<file path="config.mk">
export PLATFORM = sky130hd
export DESIGN_NAME = stage_cfg_loader_flat
export DESIGN_NICKNAME = d
export VERILOG_FILES = /design/src/rtl/stage_cfg_loader_if.sv /design/src/rtl/stage_cfg_loader.sv /design/src/flat_wrapper.sv
export SDC_FILE = /design/constraint.sdc
export NUM_CORES = 1
export LEC_CHECK = 0
export CORE_UTILIZATION = 52
export DETAILED_ROUTE_END_ITERATION = 8
export PLACE_DENSITY = 0.79
export SLEW_MARGIN = 20
export SYNTH_ARGS = -nofsm -noshare
export SYNTH_HDL_FRONTEND = slang
export SYNTH_SLANG_ARGS = --single-unit
</file>
<file path="constraint.sdc">
create_clock -name clk -period 2.17 [get_ports clk]
set_input_delay 0.217 -clock clk [delete_from_list [all_inputs] [get_ports clk]]
set_output_delay 0.217 -clock clk [all_outputs]
set_load 0.03 [all_outputs]
</file>
<file path="src/rtl/stage_cfg_loader_if.sv">
// Config channel into stage_cfg_loader: valid/ready beats carrying a stage index and its switch word.
// Optional even-parity bit over {cfg_stage, cfg_data} when CFG_PARITY_EN is defined.
interface stage_cfg_loader_if #(
    parameter int STG_W        = 3,
    parameter int SW_PER_STAGE = 4
);
    logic                    cfg_valid;
    logic                    cfg_ready;
    logic [STG_W-1:0]        cfg_stage;
    logic [SW_PER_STAGE-1:0] cfg_data;
    logic                    cfg_last;
`ifdef CFG_PARITY_EN
    logic                    cfg_parity;

    modport master (output cfg_valid, cfg_stage, cfg_data, cfg_last, cfg_parity, input cfg_ready);
    modport slave  (input cfg_valid, cfg_stage, cfg_data, cfg_last, cfg_parity, output cfg_ready);
`else
    modport master (output cfg_valid, cfg_stage, cfg_data, cfg_last, input cfg_ready);
    modport slave  (input cfg_valid, cfg_stage, cfg_data, cfg_last, output cfg_ready);
`endif
endinterface

</file>
<file path="src/rtl/stage_cfg_loader.sv">
// Purpose: shadow-loads per-stage Benes switch words and swaps them atomically into the active set at frame_sync.
// Latency: cfg_err, swap_pulse and the new switch_set appear one cycle after the triggering edge.
// Backpressure: cfg_ready is low while a complete config waits for frame_sync. Optional parity check: CFG_PARITY_EN.
module stage_cfg_loader #(
    parameter int NUM_STAGES   = 5,
    parameter int SW_PER_STAGE = 4,
    parameter int STG_W        = 3
) (
    input  logic                    clk,
    input  logic                    rst_n,
    stage_cfg_loader_if.slave       cfg,
    input  logic                    frame_sync,
    output logic [SW_PER_STAGE-1:0] switch_set [NUM_STAGES],
    output logic                    cfg_active,
    output logic                    swap_pulse,
    output logic                    cfg_err
);
    typedef enum logic [1:0] {
        IDLE = 2'd0,
        LOAD = 2'd1,
        PEND = 2'd2
    } state_t;

    state_t                  state_q, state_d;
    logic [SW_PER_STAGE-1:0] shadow_q [NUM_STAGES];
    logic [SW_PER_STAGE-1:0] active_q [NUM_STAGES];
    logic [NUM_STAGES-1:0]   mask_q, mask_d, mask_wr, stage_bit;
    logic                    accept, in_range, parity_ok, beat_wr;
    logic                    do_swap, err_d;

    assign cfg.cfg_ready = (state_q != PEND);
    assign accept        = cfg.cfg_valid && cfg.cfg_ready;
    assign in_range      = (int'(cfg.cfg_stage) < NUM_STAGES);
    assign stage_bit     = in_range ? (NUM_STAGES'(1) << cfg.cfg_stage) : '0;
    assign mask_wr       = mask_q | stage_bit;

`ifdef CFG_PARITY_EN
    assign parity_ok = ~^{cfg.cfg_stage, cfg.cfg_data, cfg.cfg_parity};
`else
    assign parity_ok = 1'b1;
`endif

    assign beat_wr = accept && in_range && parity_ok;

    always_comb begin
        state_d = state_q;
        mask_d  = mask_q;
        err_d   = 1'b0;
        do_swap = 1'b0;
        case (state_q)
            IDLE, LOAD: begin
                if (accept) begin
                    if (!beat_wr) begin
                        // Rejected beat: nothing written; a rejected commit abandons the load.
                        err_d = 1'b1;
                        if (cfg.cfg_last) begin
                            mask_d  = '0;
                            state_d = IDLE;
                        end
                    end else if (cfg.cfg_last) begin
                        if (&mask_wr) begin
                            mask_d  = mask_wr;
                            state_d = PEND;
                        end else begin
                            err_d   = 1'b1;
                            mask_d  = '0;
                            state_d = IDLE;
                        end
                    end else begin
                        mask_d  = mask_wr;
                        state_d = LOAD;
                    end
                end
            end
            PEND: begin
                if (frame_sync) begin
                    do_swap = 1'b1;
                    mask_d  = '0;
                    state_d = IDLE;
                end
            end
            default: begin
                mask_d  = '0;
                state_d = IDLE;
            end
        endcase
    end

    always_ff @(posedge clk) begin
        if (!rst_n) begin
            state_q    <= IDLE;
            mask_q     <= '0;
            cfg_err    <= 1'b0;
            swap_pulse <= 1'b0;
            cfg_active <= 1'b0;
            for (int i = 0; i < NUM_STAGES; i++) begin
                shadow_q[i] <= '0;
                active_q[i] <= '0;
            end
        end else begin
            state_q    <= state_d;
            mask_q     <= mask_d;
            cfg_err    <= err_d;
            swap_pulse <= do_swap;
            if (do_swap) begin
                cfg_active <= 1'b1;
            end
            if (beat_wr) begin
                shadow_q[cfg.cfg_stage] <= cfg.cfg_data;
            end
            // Whole-word swap on one edge so the stages never see a mixed permutation.
            if (do_swap) begin
                for (int i = 0; i < NUM_STAGES; i++) begin
                    active_q[i] <= shadow_q[i];
                end
            end
        end
    end

    assign switch_set = active_q;
endmodule

</file>
<file path="src/flat_wrapper.sv">
// flat-port wrapper written by rule: the top's interface ports become plain ports
module stage_cfg_loader_flat 
#(
    parameter int NUM_STAGES   = 5,
    parameter int SW_PER_STAGE = 4,
    parameter int STG_W        = 3
)
  (clk, rst_n, frame_sync, switch_set, cfg_active, swap_pulse, cfg_err, cfg_cfg_valid, cfg_cfg_stage, cfg_cfg_data, cfg_cfg_last, cfg_cfg_ready);
  stage_cfg_loader_if #(.STG_W(STG_W), .SW_PER_STAGE(SW_PER_STAGE)) cfg_i ();
  input  logic clk;
  input  logic rst_n;
  input  logic frame_sync;
  output logic [SW_PER_STAGE-1:0] switch_set[NUM_STAGES];
  output logic cfg_active;
  output logic swap_pulse;
  output logic cfg_err;
  input wire logic [$bits(cfg_i.cfg_valid)-1:0] cfg_cfg_valid;
  input wire logic [$bits(cfg_i.cfg_stage)-1:0] cfg_cfg_stage;
  input wire logic [$bits(cfg_i.cfg_data)-1:0] cfg_cfg_data;
  input wire logic [$bits(cfg_i.cfg_last)-1:0] cfg_cfg_last;
  output wire logic [$bits(cfg_i.cfg_ready)-1:0] cfg_cfg_ready;
  assign cfg_i.cfg_valid = cfg_cfg_valid;
  assign cfg_i.cfg_stage = cfg_cfg_stage;
  assign cfg_i.cfg_data = cfg_cfg_data;
  assign cfg_i.cfg_last = cfg_cfg_last;
  assign cfg_cfg_ready = cfg_i.cfg_ready;
  stage_cfg_loader #(.NUM_STAGES(NUM_STAGES), .SW_PER_STAGE(SW_PER_STAGE), .STG_W(STG_W)) u_core (.clk(clk), .rst_n(rst_n), .cfg(cfg_i), .frame_sync(frame_sync), .switch_set(switch_set), .cfg_active(cfg_active), .swap_pulse(swap_pulse), .cfg_err(cfg_err));
endmodule
</file>
* Yosys cells after proc, flatten, opt, wreduce, memory -nomap -nowiden
Memories as Yosys holds them, arrays and structs flattened. A register that Yosys moved wholly into a read port is not among the register bits. Cells that the tools add are included.
Storage, ports and cells: register bits after elaboration 10, bits in writable memories 20, output and inout bits 24, word-level logic and storage cells 55, memories kept 1
Memory list:
- u_core.shadow_q | words 5, width 4, read ports 5, clocked after memory_dff 5, write ports 5, RTL line stage_cfg_loader.sv:25 | logic [SW_PER_STAGE-1:0] shadow_q [NUM_STAGES];
Operators by class: magnitude comparators 1, equality and inequality tests 6, shifts and indexed selects 1, muxes and demuxes 27, bitwise gates (word level) 1, reduce and logical (&&, ||, !) cells 13
Operators by type and width (count):
- 2-to-1 mux 5 bit | 7
- 2-to-1 mux 2 bit | 6
- 2-to-1 mux 1 bit | 10
- one-hot mux 5 bit (2 select lines) | 1
- AND reduction 3 bit | 2
- logical NOT 1 bit | 5
- bitwise OR 5 bit | 1
- AND reduction 5 bit | 1
- left shift 1 x 3 -> 5 bit (first input constant) | 1
- 2-to-1 mux 4 bit | 1
- inequality test 2 bit (second input constant) | 2
- one-hot mux 2 bit (2 select lines) | 1
- OR reduction 4 bit | 1
- less-than comparator 3 bit (second input constant) | 1
- 2-to-1 mux 3 bit | 1
- inequality test 3 x 2 -> 1 bit (second input constant) | 1
- == test 2 x 1 -> 1 bit (second input constant) | 1
- == test 2 bit (second input constant) | 1
- logical AND 1 bit | 2
- logical NOT 2 bit | 1
- inequality test 2 x 1 -> 1 bit (second input constant) | 1
- OR reduction 2 bit | 1

* Logic depth before layout (Yosys ltp)
Gate-level depths: netlist (run 1).
depth after elaboration 9, depth in mapped cells 5

* Worst setup path before layout (run 1)
Ideal clock, no wire load.
path kind register to register, start register u_core.state_q[0], end memory u_core.shadow_q[2][0], enable pin, setup time 0.362 ns, arrival 1.342 ns, required time 1.808 ns, setup slack 0.467 ns, cell stages (with the launch flop) 4, clock period less this slack 1.703 ns, path through dfxtp_1 > nand2b_1 > nand3_1 > o21ai_0
RTL lines:
- from (decl) | RTL line stage_cfg_loader.sv:24 | state_t state_q, state_d;
- from (signal assigned) | RTL line stage_cfg_loader.sv:101 | state_q <= state_d;
- to (decl) | RTL line stage_cfg_loader.sv:25

==> flow_summary.yaml, run 1 <==
sta:
  slew_violations: 0
  worstMarginPinSlew_ns: 0.3445
  period_share_pct: 84.99
  max_freq_ghz: 0.5422
  slew_headroom_pct: 77.03
  finalCriticalPeriod_ns: 1.844
  hold_violations: 0
  tns_ns: 0
  skew_ns: 0.005469
  rsz0062_at_grt: "no"
  setup_viol: 0
detailed_routing:
  wl_per_cell_um: 13.24
  wl_mm: 3.813
  drt_iter0_markers: 53
  postRouteAntennaNets: 0
  drc: 0
  drtPass1Iterations: 4
  vias: 1497
  viasPerCell: 5.198
yosys:
  synth_ff_type: "dfxtp_1"
  ys_ff_latch: 50
  synth-edff-count: 20
  post_synth_num_cell_types: 38
  ys_seq_area_share_pct: 58.01
  syn_area_um2: 2071
  yosysTopAreaCellShare_pct: 29.00
  synthesis.nets: 208
  synthCells: 196
  syn_area_per_cell_um2: 10.56
  synth_top_area_cell: "dfxtp_1"
  async_flop_share_pct: 0
  ys_top_cells_by_area: "dfxtp_1 (29%), edfxtp_1 (29%), nand2_1 (8.0%)"
  yosysWarningCount: 0
clock_network:
  cts_tree: "yes"
  cts-root-buf: "clkbuf_8"
  cts_buffers: 5
  clkLatencyLatePin_ns: 0.30
  clkTransAtPathRegs_ns: 0.09
  htreeDepth: 2
  cts_sinks: 50
  cts_setup_buffers: 0
  cts_resized: 0
  holdBufCountCts: 0
  cts_buffer_depth: 2
floorplan:
  die_area_um2: 4239
  core_area_um2: 3744
  die_y_um: 65.11
  io-pin-count: 36
  initial_core_util_pct: 55.31
  rows: 22
  die_w_um: 65.11
finish:
  fin_util_pct: 70.59
  n_antenna_cell: 0
  syn_to_final_growth_pct: 27.61
  nets: 251
  drive_above_1_share_pct: 9.583
  num-fill-cells: 290
power:
  p_sw_mw: 0.3551
  switching_share_pct: 19.65
  peakVddDrop_uv: 399.7
  seq_power_share_pct: 55.3
  p_comb_share_pct: 5.7
  leakagePower_nw: 0.9537
  p_per_area_nw_per_um2: 683.8
  power.total_mw: 1.807
  pwr-share-clk_pct: 39.0
  intPower_mw: 1.452
flow_run:
  cap_violations: 0
critical_path:
  crit_type: "in2reg"
  reg2reg_depth: 4
  required_ns: 2.17
  cp.arrival_ns: 1.85
  start_kind: "input port"
  critPathMaxFanout: 9
  critical_path.endpoint_type: "flop"
placed_design:
  io_buffers: 35
  dp.final_hpwl_mm: 2.832
  gp_congestion: 0.7713
min_path:
  min_path_type: "reg2reg"
  hold-path-cell-count: 2
global_route:
  grt_pass1_wl_mm: 6.410
  grt_max_degree: 32
  grtUsageTotal_pct: 20.10
  antenna_found_initial: 0
  grt_overflow: 0
  grt_pass1_vias: 1491
outcome:
  status: "completed"
[placed cells by master (no fill, tap or decap), types with 2 or more instances in the layout]
cell	synthesis	layout
a21boi_0	20	20
nor2_1	5	5
a22o_1	4	4
o21a_1	2	2
buf_4	0	8
nor3b_1	2	2
clkdlybuf4s50_1	0	35
nor2b_1	2	2
a21oi_1	3	3
nand2b_1	4	4
o21ai_0	5	5
edfxtp_1	20	20
nand2_1	44	44
clkbuf_8	0	5
inv_1	2	2
nand3_1	2	2
and2_1	22	22
dfxtp_1	30	30
[cell usage after synthesis (2+ instances only)]
| master | n |
|---|---|
| dfxtp_1 | 30 |
| nor2b_1 | 2 |
| a22o_1 | 4 |
| nor2_1 | 5 |
| nand2_1 | 44 |
| o21ai_0 | 5 |
| nor3b_1 | 2 |
| inv_1 | 2 |
| a21oi_1 | 3 |
| nand3_1 | 2 |
| a21boi_0 | 20 |
| clkbuf_1 | 7 |
| o21a_1 | 2 |
| nand2b_1 | 4 |
| and2_1 | 22 |
| edfxtp_1 | 20 |
[state kept, by name (all words and copies together), names as in the netlist]
register and cells:
u_core.cfg_active 1, u_core.cfg_err 1, u_core.mask_q 5, u_core.shadow_q 20, u_core.state_q 2, u_core.swap_pulse 1
u_core.switch_set 20
[critical path, stage by stage]
cell and delay [ns]:
clkdlybuf4s50_1 0.53, o21ai_0 0.16, and2_2 0.18, nand3_1 0.20, nor2b_1 0.30, nand2b_1 0.25
[logic make-up after synthesis]
| family | after synthesis | share of synthesized area (%) |
|---|---|---|
| AO/OA/AOI/OAI | 40 | 15.35 |
| AND/OR/NAND/NOR | 97 | 25.02 |
| flip-flops | 50 | 58.01 |
| buffers and inverters | 9 | 1.632 |
[power by group through the flow]
stage	Sequential, mW	Clock, mW	Combinational (mW)
floorplan	1.02	0	0.0466
global route	1.00	0.751	0.112
finish	0.998	0.705	0.103
detailed placement	1.02	0	0.102
CTS	0.999	0.718	0.103
global placement	1.02	0	0.0981
[routing by layer]
layer  wire, um  GRT usage [%]  up-vias  part of all wire, %
li1           -              -      761                    -
met2       1996          36.85       32                   52
met4         85          11.68        0                  2.2
met1       1614          21.75      693                   42
met3        118          3.125       11                  3.1
met5          0              0        -                    0
[area by class of cell]
| cell class | count | area (um^2) | area share, % |
|---|---|---|---|
| multi-input combinational | 137 | 835.8 | 31.63 |
| timing repair buffer | 43 | 410.4 | 15.53 |
| clock buffer | 6 | 93.84 | 3.551 |
| sequential | 50 | 1201 | 45.45 |
| tap | 48 | 60.06 | 2.273 |
| inverter | 2 | 7.507 | 0.2841 |
| clock inverter | 2 | 33.78 | 1.278 |
[per-stage QoR]
step	cell area [um^2]	hold slack (ns)	instances	setup slack (ns)
after floorplan	2071	0.3305	196	0.4666
after global placement	2515	0.4410	280	0.1829
after detailed placement	2515	0.4574	280	0.05603
after CTS	2643	0.4692	288	0.3759
after global routing	2643	0.4938	288	0.1594
final	2643	0.4634	288	0.3256
[path summary, 6_finish.rpt]
| check | end | startpoint | slack [ns] |
|---|---|---|---|
| setup / recovery | u_core.shadow_q[1][2] | cfg_cfg_stage[2] | 0.33 |
| hold / removal | u_core.switch_set[3] | u_core.switch_set[3] | 0.46 |
| setup reg to reg | u_core.shadow_q[1][2] | u_core.state_q[0] | 0.51 |
| hold reg to reg | u_core.switch_set[3] | u_core.switch_set[3] | 0.46 |
No activity file was read; power rests on OpenSTA's default activity.
==> run 2: changes to the inputs <==
- CORE_UTILIZATION: 52 -> 47
- PLACE_DENSITY: 0.79 -> 0.75
- clock period: 2.17 -> 1.5 ns (I/O delays scaled with it)
==> run 2 against run 1 <==
Wire length up 2.3%. Global-route usage down 0.44 points. Register-to-register slack worse by 0.45 ns. Sequential cell count unchanged. Clock skew up 0.0058 ns. Combinational power up 70%. Critical endpoint is now u_core.mask_q[4]. Largest power group unchanged.
==> flow_summary.yaml, run 2 (synthesis results as in run 1) <==
detailed_routing:
  viasPerCell: 5.083
  drtPass1Iterations: 4
  drt_iter0_markers: 43
  wl_mm: 3.899
  wl_met1_mm: 1.842
  postRouteAntennaNets: 0
  vias: 1530
  wl_met3_um: 114
  routed.top_layer: "met4"
  met2_length_mm: 1.890
  wl_per_cell_um: 12.95
  drc: 0
global_route:
  grtUsageTotal_pct: 19.65
  antenna_found_initial: 0
  grt_pass1_wl_mm: 6.589
  grt_overflow: 0
  grt_pass1_vias: 1393
  grt_max_degree: 23
critical_path:
  start_kind: "input port"
  critical_path.endpoint_type: "flop"
  required_ns: 1.69
  crit_type: "in2reg"
  cp_slowest_stage_delay_ns: 0.27
  critPathMaxFanout: 8
  cp.arrival_ns: 1.65
  critPathSlowestCell: "o211a_1"
  worstPathCellList: "dlygate4sd2_1 > buf_6 > and3b_1 > o211a_1 > o2111ai_4 > nand3_4 > a22o_1"
sta:
  rsz0062_at_grt: "no"
  tns_ns: 0
  setup_viol: 0
  period_share_pct: 96.95
  skew_ns: 0.01122
  worstMarginPinSlew_ns: 0.3833
  slew_headroom_pct: 74.45
  fin_ws_ns: 0.04573
  hold_violations: 0
  slew_violations: 0
  max_freq_ghz: 0.6876
  finalCriticalPeriod_ns: 1.454
clock_network:
  htreeDepth: 2
  clkLatencyLatePin_ns: 0.30
  cts_sinks: 50
  cts-root-buf: "clkbuf_8"
  holdBufCountCts: 0
  clkTransAtPathRegs_ns: 0.09
  cts_buffer_depth: 2
  cts_tree: "yes"
  cts_buffers: 5
finish:
  drive_above_1_share_pct: 16.73
  layout_commonest_cell: "nand2_1"
  n_antenna_cell: 0
  nets: 262
  syn_to_final_growth_pct: 35.29
  layout_common_cells: "nand2_1 (44), dfxtp_1 (29), and2_1 (22), a21boi_0 (20), edfxtp_1 (20)"
power:
  peakVddDrop_uv: 398.1
  power.total_mw: 2.560
  leakagePower_nw: 1.326
  p_per_area_nw_per_um2: 913.9
floorplan:
  initial_core_util_pct: 50.32
  rows: 23
  io-pin-count: 36
  core_area_um2: 4115
  die_y_um: 68.38
  die_area_um2: 4675
  die_w_um: 68.38
flow_run:
  cap_violations: 0
placed_design:
  gp_congestion: 0.8461
  io_buffers: 35
  dp.final_hpwl_mm: 2.811
  preCtsSetupSlack_ns: -0.4658
outcome:
  status: "completed"
min_path:
  min_path_type: "reg2reg"
[run 2: through the flow]
step	hold WS (ns)	util, %	std cells	area [um^2]
after floorplan	0.2635	-	196	2073
after global placement	0.4405	63.36	292	2608
after detailed placement	0.4460	63.36	292	2608
after global routing	0.4835	68.08	301	2801
after CTS	0.4663	66.95	301	2755
final	0.4619	68.08	301	2801
[run 2: cell type report]
cell class              instances  area, um^2
clock buffers                   5       68.82
clock inverters                 3       43.79
fillers                       347        1314
inverters                       2       7.507
multi-input cells             137       869.6
flip-flops and latches         50        1202
well taps                      50       62.56
repair buffers                 54       546.8
[run 2: worst paths after layout]
path | end | depth (start not counted) | slack, ns | startpoint
worst min-delay path | u_core.state_q[0] | 1 | 0.46 | u_core.state_q[0]
worst max register to register | u_core.mask_q[4] | 5 | 0.06 | u_core.mask_q[1]
worst max-delay path | u_core.mask_q[4] | 7 | 0.05 | cfg_cfg_stage[1]
worst min register to register | u_core.state_q[0] | 1 | 0.46 | u_core.state_q[0]
[run 2: critical path: cells and delay by family]
| kind | cells | cell delay (ns) |
|---|---|---|
| buffers and inverters | 2 | 0.38 |
| and+or+nand+nor | 2 | 0.32 |
| AOI/OAI and AO/OA | 3 | 0.79 |
[run 2: where the power goes]
group | total (mW) | internal [mW] | switching (mW)
sequential | 1.44 | 1.44 | 0.00827
clock | 0.941 | 0.500 | 0.441
combinational | 0.175 | 0.0901 | 0.0848
[run 2: layer usage]
| layer | up-vias | global-route usage (%) |
|---|---|---|
| li1 | 779 | - |
| met1 | 718 | 24.61 |
| met2 | 28 | 32.48 |
| met3 | 5 | 4.500 |
| met4 | 0 | 7.813 |
| met5 | - | 0 |
[run 2: repair_timing]
action / 4_1_cts / 5_1_grt
pin swaps: 7 / 1
setup buffers: 1 / 0
resized for setup: 12 / 19
setup endpoints to repair: 33 / 29
==> run 3: changes to the inputs <==
- HOLD_SLACK_MARGIN: not set -> 0.05
==> results of run 3 <==
No change in the layout: final DEF, timing and power equal those of run 2.
